[src/rtl/seg_scan_ctrl.sv]
// seg_scan_ctrl -- four-digit multiplexed seven-segment scan controller.
//
// Purpose:
//   Scans a four-digit hex display. Each digit is held for PRESCALE clocks,
//   then the scan moves to the next digit. A newly loaded value is parked in
//   a pending register and copied to the display register only at a frame
//   boundary, so a frame never shows a mix of old and new digits.
//
// Ports:
//   Clk        system clock; all state updates on its rising edge
//   ResetL     asynchronous active-low reset
//   Load       one-cycle strobe that captures Value
//   Value[15:0]  four hex digits; digit n = Value[4n+3:4n]
//   DigitSel[1:0]  index of the digit currently driven (to the anode decoder)
//   Nibble[3:0]    hex digit currently selected
//   Seg[6:0]       active-low segments {g,f,e,d,c,b,a}
//   Blank          high when the current digit is blanked
//   Pending        high while a loaded value waits for the frame boundary
//   FrameDone      one-cycle pulse in the cycle after each frame boundary
//
// Parameter:
//   PRESCALE   clocks each digit is held, 1..65535 (default 4)
//
// Build option:
//   SEG_SCAN_LZB_EN  when defined, digits above digit 0 whose value and all
//                    more significant digits are zero are blanked
//                    (leading-zero blanking). Undefined: Blank is tied low.

module seg_scan_ctrl #(
  parameter int PRESCALE = 4
) (
  input  logic        Clk,
  input  logic        ResetL,
  input  logic        Load,
  input  logic [15:0] Value,
  output logic [1:0]  DigitSel,
  output logic [3:0]  Nibble,
  output logic [6:0]  Seg,
  output logic        Blank,
  output logic        Pending,
  output logic        FrameDone
);

  localparam logic [15:0] LAST = 16'(PRESCALE - 1);

  logic [15:0] cnt;
  logic [1:0]  digit_q;
  logic [15:0] disp;
  logic [15:0] pend;
  logic        pend_vld;
  logic        frame_q;
  logic        tick;
  logic        boundary;

  function automatic logic [6:0] hex_to_seg(input logic [3:0] n);
    logic [6:0] s;
    case (n)
      4'h0: s = 7'b1000000;
      4'h1: s = 7'b1111001;
      4'h2: s = 7'b0100100;
      4'h3: s = 7'b0110000;
      4'h4: s = 7'b0011001;
      4'h5: s = 7'b0010010;
      4'h6: s = 7'b0000010;
      4'h7: s = 7'b1111000;
      4'h8: s = 7'b0000000;
      4'h9: s = 7'b0010000;
      4'hA: s = 7'b0001000;
      4'hB: s = 7'b0000011;
      4'hC: s = 7'b1000110;
      4'hD: s = 7'b0100001;
      4'hE: s = 7'b0000110;
      default: s = 7'b0001110;
    endcase
    return s;
  endfunction

  assign tick     = (cnt == LAST);
  assign boundary = tick && (digit_q == 2'd3);

  // Scan timing and display/pending registers
  always_ff @(posedge Clk or negedge ResetL) begin
    if (!ResetL) begin
      cnt      <= '0;
      digit_q  <= '0;
      disp     <= '0;
      pend     <= '0;
      pend_vld <= 1'b0;
      frame_q  <= 1'b0;
    end else begin
      cnt     <= tick ? '0 : cnt + 16'd1;
      frame_q <= boundary;
      if (tick) begin
        digit_q <= digit_q + 2'd1;
      end
      if (boundary) begin
        // A load landing on the boundary bypasses the pending register and
        // takes priority over any older pending value.
        if (Load) begin
          disp <= Value;
        end else if (pend_vld) begin
          disp <= pend;
        end
        pend_vld <= 1'b0;
      end else if (Load) begin
        pend     <= Value;
        pend_vld <= 1'b1;
      end
    end
  end

  // Digit select and decode (combinational from the scan index)
  always_comb begin
    Nibble = 4'h0;
    case (digit_q)
      2'd0: Nibble = disp[3:0];
      2'd1: Nibble = disp[7:4];
      2'd2: Nibble = disp[11:8];
      default: Nibble = disp[15:12];
    endcase
  end

`ifdef SEG_SCAN_LZB_EN
  always_comb begin
    Blank = 1'b0;
    case (digit_q)
      2'd1: Blank = (disp[15:4] == 12'h000);
      2'd2: Blank = (disp[15:8] == 8'h00);
      2'd3: Blank = (disp[15:12] == 4'h0);
      default: Blank = 1'b0;
    endcase
  end
`else
  assign Blank = 1'b0;
`endif

  assign Seg       = Blank ? 7'b1111111 : hex_to_seg(Nibble);
  assign DigitSel  = digit_q;
  assign Pending   = pend_vld;
  assign FrameDone = frame_q;

endmodule

[config.mk]
export PLATFORM = sky130hd
export DESIGN_NAME = seg_scan_ctrl
export DESIGN_NICKNAME = d
export VERILOG_FILES = /design/src/rtl/seg_scan_ctrl.sv
export SDC_FILE = /design/constraint.sdc
export NUM_CORES = 1
export LEC_CHECK = 0
export ABC_AREA = 1
export CORE_UTILIZATION = 51
export DETAILED_ROUTE_END_ITERATION = 8
export PLACE_DENSITY = 0.77
export SLEW_MARGIN = 20
export SYNTH_ARGS = -nofsm -noshare
export SYNTH_HDL_FRONTEND = slang
export SYNTH_SLANG_ARGS = --single-unit
[constraint.sdc]
create_clock -name Clk -period 2.2 [get_ports Clk]
set_clock_uncertainty 0.1 [all_clocks]
set_input_delay 0.22 -clock Clk [delete_from_list [all_inputs] [get_ports Clk]]
set_output_delay 0.22 -clock Clk [all_outputs]
set_load 0.03 [all_outputs]
Word level (Yosys, flattened, before mapping)
Memories as Yosys holds them, arrays and structs flattened.
Index checks and enable logic that the tools add are counted.
Storage, ports and cells
  input bits: 19
  bits in read-only memories: 112
  logic and storage cells: 26
  memories: 1
  output and inout bits: 16
  bits in registers: 52
Cells by class
  bitwise gates (word level): 1
  reductions and logical operators: 6
  multiplexer cells: 6
  eq/ne operators: 4
  add/sub/neg operators: 2
Memory list
  (no name shown): words 16, width 7, rd ports 1, clocked after Yosys merged registers in 0, wr ports 0, line 57  | case (n)
Operator list (number)
  $mux W16: 3
  $add A16 B1 Y16 const B: 1
  $eq A16 B2 Y1 const B: 1
  $pmux W4 S3: 1
  $eq A2 B2 Y1 const B: 2
  $reduce_and A2 Y1: 2
  $reduce_bool A2 Y1: 2
  $add A2 B1 Y2 const B: 1
  $eq A2 B1 Y1 const B: 1
  $logic_not A2 Y1: 1
  $mux W1: 2
  $logic_and A1 B1 Y1: 1
  $not A1 Y1: 1

Longest topological paths before layout
Gate-level depths: netlist of the first run.
  word-level depth: 4
  depth in mapped cells: 11
  mapped depth without buffers: 11

Least setup slack after synthesis of the first run
No wires, ideal clock.
  kind: reg2out
  from: register digit_q[0], in the netlist DigitSel[0]
  to: output port Seg[6]
  buffers on the path: 0
  required time: 1.880 ns
  setup slack: -0.541 ns
  data arrival time: 2.421 ns
  cell stages (with the launch flop): 12
  path through: dfrtp_1 inv_1 ha_1 nand2_1 nand2_1 o21ai_0 inv_1 ha_1 nand3_1 nand2_1 nand2_1 nand2_1
Between the ends
  longest elaborated chain between the ends: 3
  elaborated cells between the ends (all ways): 5
  classes of those cells: eq/ne: 2; mux: 1; reduce/logical: 1; memory: 1
Ends and longest elaborated chain
  from (decl): line 47  | logic [1:0] digit_q;
  from (signal assigned): line 94  | digit_q <= digit_q + 2'd1;
  $eq A2 B2 Y1 (tied with other cells): line 115  | case (digit_q)
  $pmux W4 S3 *: line 115
  net Nibble[1]: line 37  | output logic [3:0] Nibble,
  $mem_v2 Z16 W7 *
  to (decl): line 38  | output logic [6:0] Seg,
The timed path passes the listed nets; every way through them passes the cells marked *.

Worst setup path in the final report of the first run
  from: register digit_q[1], in the netlist DigitSel[1]
  to: output port Seg[6]
Between the ends
  longest elaborated chain between the ends: 3
  elaborated cells between the ends (all ways): 5
  classes of those cells: eq/ne: 2; mux: 1; reduce/logical: 1; memory: 1
Ends and longest elaborated chain (line)
  $eq A2 B2 Y1 (tied with other cells): 115
  $pmux W4 S3 *: 115
  $mem_v2 Z16 W7 *
Mark *: on every way between the ends. The rest lies on a longest branch, timed or not.

==> results of run 1 <==
per-layer routing:
metal  GRT usage, %  up-vias
li1               -     1299
met1          32.31     1186
met2          34.91       54
met3          3.793       15
met4          9.273        0
met5              0        -
area by class of cell:
class / count / area, µm² / share of cell area [%]
multi-input cells: 284 / 1813 / 45.44
repair buffers: 61 / 583.1 / 14.61
flip-flops and latches: 52 / 1304 / 32.67
clock buffers: 8 / 90.09 / 2.258
well taps: 72 / 90.09 / 2.258
inverters: 28 / 110.1 / 2.759
timing repair:
item                                    in CTS  in global routing
endpoints found under the setup margin      10                 11
hold buffers                                 1                  0
resized for setup                           67                 27
pin swaps                                   20                 11
buffers inserted                             3                  0
endpoints found under the hold margin       52                  0
logic make-up after synthesis:
logic type,after synthesis
other cells,1
fa+ha+maj,12
xor+xnor,13
flops,52
buf+inv,40
mux,16
simple gates,236
compound gates,6
power by group:
group | switching (W) | leakage [nW] | total, W | internal [W]
Combinational | 0.000260 | 1.32 | 0.000486 | 0.000226
Clock | 0.000302 | 0.0455 | 0.000559 | 0.000257
Sequential | 0.0000370 | 0.656 | 0.00105 | 0.00101
Total | 0.000599 | 2.02 | 0.00209 | 0.00149
flip-flops by register name, indices dropped and copies added, names as in the netlist:
name       count
DigitSel       2
disp          16
cnt           16
pend          16
Pending        1
FrameDone      1
layout by cell type, fill, tap and decap left out, drive strengths merged:
master           n
nand2          134
nand3           55
dfrtp           52
nor2            40
buf             38
inv             28
clkdlybuf4s50   21
mux2            16
xor2            12
ha              12
clkbuf           8
o21ai            5
or2              3
nand4            3
o21bai           1
xnor2            1
nor3             1
conb             1
dlygate4sd3      1
dlygate4sd2      1
worst register-to-register path, stage by stage (launching register included):
cell     delay (ns)
dfrtp_2        0.48
buf_4          0.16
ha_1           0.29
nand3_4        0.26
nand2_4        0.25
nand2_1        0.09
nand2_1        0.06
how the worst max path moves through the flow:
stage,slack [ns],from,depth (start not counted),endpoint
final,-0.27,DigitSel[1]$_DFFE_PN0N_,13,Seg[6]
after floorplan,-0.03,DigitSel[0]$_DFFE_PN0N_,11,Seg[6]
after detailed placement,-0.30,DigitSel[0]$_DFFE_PN0N_,12,Seg[5]
after global routing,-0.35,DigitSel[1]$_DFFE_PN0N_,13,Seg[6]
after CTS,-0.21,DigitSel[0]$_DFFE_PN0N_,13,Seg[3]
after global placement,-0.20,DigitSel[0]$_DFFE_PN0N_,12,Seg[5]
through the flow:
step	setup TNS (ns)	area [µm²]	utilization [%]	setup slack, ns	hold WS [ns]
floorplan	-0.03135	3063	-	-0.03135	-0.1756
global placement	-0.2400	3583	63.90	-0.2010	0.1335
detailed placement	-0.3852	3583	63.90	-0.2967	0.1348
CTS	-1.295	3933	70.12	-0.2062	0.3291
global route	-2.256	3990	71.15	-0.3480	0.3677
finish	-1.525	3990	71.15	-0.2650	0.3151
synthesized netlist by cell type:
| cell type | number |
|---|---|
| ha_1 | 12 |
| o21bai_1 | 1 |
| nand3_4 | 1 |
| nor3_1 | 1 |
| nand2_2 | 1 |
| or2_1 | 2 |
| nand2_4 | 2 |
| conb_1 | 1 |
| buf_2 | 6 |
| mux2_2 | 16 |
| buf_6 | 3 |
| nor2_2 | 2 |
| or2_2 | 1 |
| xnor2_1 | 1 |
| nand4_4 | 1 |
| dfrtp_1 | 52 |
| xor2_1 | 12 |
| buf_1 | 1 |
| nand4_1 | 2 |
| o21ai_1 | 1 |
| o21ai_0 | 3 |
| nor2_8 | 1 |
| o21ai_4 | 1 |
| nor2_4 | 2 |
| buf_4 | 2 |
| inv_1 | 27 |
| inv_2 | 1 |
| nor2_1 | 35 |
| nand3_1 | 54 |
| nand2_1 | 131 |
==> results.cfg, run 1 <==
[yosys]
synth-simple-area-share_pct = 34.69
synth_area_um2 = 3033
synthAdderAreaFrac_pct = 4.950
synth_top_family_by_area = simple AND/OR/NAND/NOR gates
synthMuxAreaShare_pct = 5.941
synth_seq_cells = 52
ys_warn_count = 0
synth_area_leader_cell = dfrtp_1
synth-seq-area-share_pct = 42.90
synthXorXnorAreaFrac_pct = 3.754
ys_types = 30
synth_nets = 407
synthTopCellsByArea = dfrtp_1 (43%), nand2_1 (16%), nand3_1 (8.9%)
netlist_instances = 376
synth_top_area_share_pct = 42.90
synth_compound_area_share_pct = 1.444
synth.avg_cell_area_um2 = 8.066

[critical_path]
r2r_start = DigitSel[0]$_DFFE_PN0N_
r2r_end = pend[6]$_DFFE_PN0P_
max_stage_delay_ns = 0.48
worstSetupPathType = reg2out
cp_top_family = flip-flops
crit_top_cell = nand2_2
end_kind = primary output
start_kind = register
cp_slowest_cell = dfrtp_2
critPathMaxFanout = 5
ff2ff_path_depth = 6
crit_chain = inv_4 > ha_4 > nand2_2 > nand2_2 > o21ai_4 > inv_2 > ha_4 > nand3_4 > buf_6 > nand2_2 > nand2_2 > nand2_2 > buf_6
cp.required_ns = 1.88
reg2reg_slack_ns = 0.46
path_buf_inv = 4
arrival_ns = 2.15

[routing]
highest_layer = met4
route.detailed.drc = 0
wl_met1_um = 3055
vias_per_cell = 5.057
dr_wl_met3_um = 285
drt_iter0_markers = 131
wl_met2_um = 2974
wl_per_cell_um = 12.83
vias = 2554
drt_pass1_iterations = 4
totalWireLength_um = 6480
postRouteAntennaNets = 0

[clock_tree]
clkTransAtPathRegs_ns = 0.09
h-tree-depth = 2
clock_sinks = 52
cts_buffer_depth = 2
clkLatencyLatePin_ns = 0.31
cts_made_buffers = 5
cts_tree = done
cts_root_buf = clkbuf_8

[timing]
setup_ws_ns = -0.2650
period_minus_slack_ns = 2.465
fmax_mhz = 405.7
finalSetupViolations = 8
rsz0062_at_grt = yes
final_hold_viol_count = 0
fin_crit_sh_pct = 112.0
slew_viol_final = 0

[global_routing]
grt_usage_pct = 22.87
grt_pass1_vias = 2408
grt_antenna_before_repair = 0
grt_pass1_wl_um = 11140
globalRoute.totalOverflow = 0
grt_max_degree = 53

[status]
violations = negative setup slack
status = complete, but fails checks

[cells_and_area]
drive_gt1_share_pct = 29.33
final_cells = 505
syn_to_final_growth_pct = 31.56
antenna_cells = 0
nets = 463
fillCellCount = 443

[power]
total_power_w = 0.002092
leakage_nw = 2.023
pwr_density_cell_nw_per_um2 = 524.2
ir_worst_vdd_mv = 0.3766

[die]
die_h_um = 79.12
start_util_pct = 54.08
ioPinCount = 35
coreArea_um2 = 5608
die_w_um = 79.12
num_rows = 27
dieArea_um2 = 6259

[min_path]
hp-class = in2async

[place]
gp_congestion = 0.8231
io_buffers = 33
placed_cells = 493
dp_hpwl_um = 4464

[run]
drv_cap = 0
(Power assumes the default switching activity.)
==> run 2: changes to the inputs <==
--- a/config.mk
+++ b/config.mk
@@ -7,6 +7,7 @@
 export LEC_CHECK = 0
 export ABC_AREA = 1
 export CORE_UTILIZATION = 51
+export CTS_BUF_LIST = sky130_fd_sc_hd__clkbuf_16
 export DETAILED_ROUTE_END_ITERATION = 8
 export PLACE_DENSITY = 0.77
 export SLEW_MARGIN = 20
==> results.cfg, run 2 (synthesis results as in run 1) <==
[status]
status = complete, but fails checks
violations = negative setup slack

[power]
leakage_nw = 2.123
pwr_density_cell_nw_per_um2 = 553.0
combinationalPowerShare_pct = 23.1
p_seq_share_pct = 45.3
ir_worst_vdd_mv = 0.5755
p_sw_w = 0.0006520
p_int_w = 0.001670
power_frac_clock_pct = 31.6
swShare_pct = 28.08

[timing]
setup_ws_ns = -0.2229
final_hold_viol_count = 0
period_minus_slack_ns = 2.423
finalSetupViolations = 7
rsz0062_at_grt = yes
fin_crit_sh_pct = 110.1
slew_viol_final = 0
fmax_mhz = 412.7
finalHoldWorstSlack_ns = 0.3437

[run]
drv_cap = 0

[critical_path]
reg2reg_slack_ns = 0.46
arrival_ns = 2.10
worstSetupPathType = reg2out
cp.required_ns = 1.88
start_kind = register
r2r_end = pend[6]$_DFFE_PN0P_
end_kind = primary output
critPathMaxFanout = 4
r2r_start = DigitSel[0]$_DFFE_PN0N_
ff2ff_path_depth = 6

[routing]
totalWireLength_um = 7509
route.detailed.drc = 0
postRouteAntennaNets = 0
vias_per_cell = 5.196
drt_iter0_markers = 116
drt_pass1_iterations = 7
wl_per_cell_um = 14.72
vias = 2650

[cells_and_area]
fillCellCount = 402
largestRegisters = cnt x16, disp x16, pend x16
post-route-util_pct = 74.88
nets = 468
multi_input_area_um2 = 1911
syn_to_final_growth_pct = 38.45
antenna_cells = 0
drive_gt1_share_pct = 33.56
register_area_um2 = 1304
layout_commonest_cell = nand2_1
final_cells = 510
final_cell_mix = nand2_1 (98), dfrtp_1 (50), nand3_1 (45)

[clock_tree]
cts_made_buffers = 5
cts_buffer_depth = 2
clkTransAtPathRegs_ns = 0.06
clock_sinks = 52
cts_root_buf = clkbuf_16
clkLatencyLatePin_ns = 0.29
cts_tree = done
h-tree-depth = 2

[place]
placed_cells = 493
gp_congestion = 0.8231
io_buffers = 33
dp_hpwl_um = 4464

[die]
start_util_pct = 54.08
ioPinCount = 35
coreArea_um2 = 5608
die_w_um = 79.12
dieArea_um2 = 6259
num_rows = 27
die_h_um = 79.12

[global_routing]
grt_pass1_wl_um = 12080
globalRoute.totalOverflow = 0
grt_pass1_vias = 2602
grt_usage_pct = 24.96
grt_max_degree = 53
grt_antenna_before_repair = 0

[min_path]
hp-class = in2async
run 2: power by group through the flow:
stage	logic, W	registers, W	clock network [W]
after global placement	0.000409	0.00106	0
after detailed placement	0.000416	0.00106	0
after floorplan	0.000247	0.00105	0
final	0.000535	0.00105	0.000734
after CTS	0.000487	0.00105	0.000749
after global routing	0.000580	0.00106	0.000776
run 2: cell type report:
class | count | share of cell area [%]
multi-input combinational | 284 | 45.50
sequential | 52 | 31.05
timing repair buffer | 66 | 15.32
clock buffer | 5 | 2.980
inverter | 28 | 2.741
tap | 72 | 2.145
clock inverter | 3 | 0.2682
run 2: how the worst max path moves through the flow:
stage	start	end	slack, ns	depth (start not counted)
global route	DigitSel[0]$_DFFE_PN0N_	Seg[6]	-0.32	13
detailed placement	DigitSel[0]$_DFFE_PN0N_	Seg[5]	-0.30	12
CTS	DigitSel[0]$_DFFE_PN0N_	Seg[5]	-0.19	13
finish	DigitSel[0]$_DFFE_PN0N_	Seg[3]	-0.22	13
floorplan	DigitSel[0]$_DFFE_PN0N_	Seg[6]	-0.03	11
global placement	DigitSel[0]$_DFFE_PN0N_	Seg[5]	-0.20	12
run 2: per-layer routing:
| metal | track usage, % | vias to the layer above | share of wire, % |
|---|---|---|---|
| met5 | 0 | - | 0 |
| met4 | 8.909 | 0 | 1.9 |
| li1 | - | 1312 | - |
| met2 | 41.81 | 92 | 51 |
| met1 | 32.56 | 1234 | 44 |
| met3 | 4.138 | 12 | 3.9 |
run 2: per-stage QoR:
stage | setup slack [ns] | TNS (ns) | area (µm²) | power (W)
after detailed placement | -0.2967 | -0.3852 | 3583 | 0.001476
after CTS | -0.1909 | -0.9864 | 4023 | 0.002282
final | -0.2229 | -1.187 | 4199 | 0.002322
after global routing | -0.3156 | -1.987 | 4199 | 0.002413
after global placement | -0.2010 | -0.2400 | 3583 | 0.001469
after floorplan | -0.03135 | -0.03135 | 3063 | 0.001298
run 2: what timing repair did:
item / in CTS / in global routing
pin swaps: 22 / 29
gates resized for setup: 73 / 55
endpoints found under the setup margin: 10 / 11
hold buffers: 1 / 0
setup buffers: 8 / 2
hold endpoints to repair: 52 / 0
run 2: worst max-delay path, stage by stage, from the launching register on:
cell,delay [ns]
dfrtp_2,0.48
inv_4,0.11
ha_4,0.17
nand2_4,0.06
nand2_4,0.09
nor2_4,0.05
nor2_4,0.17
ha_4,0.18
nand3_4,0.08
buf_6,0.14
nand2_2,0.05
nand2_2,0.05
nand2_2,0.06
buf_6,0.12
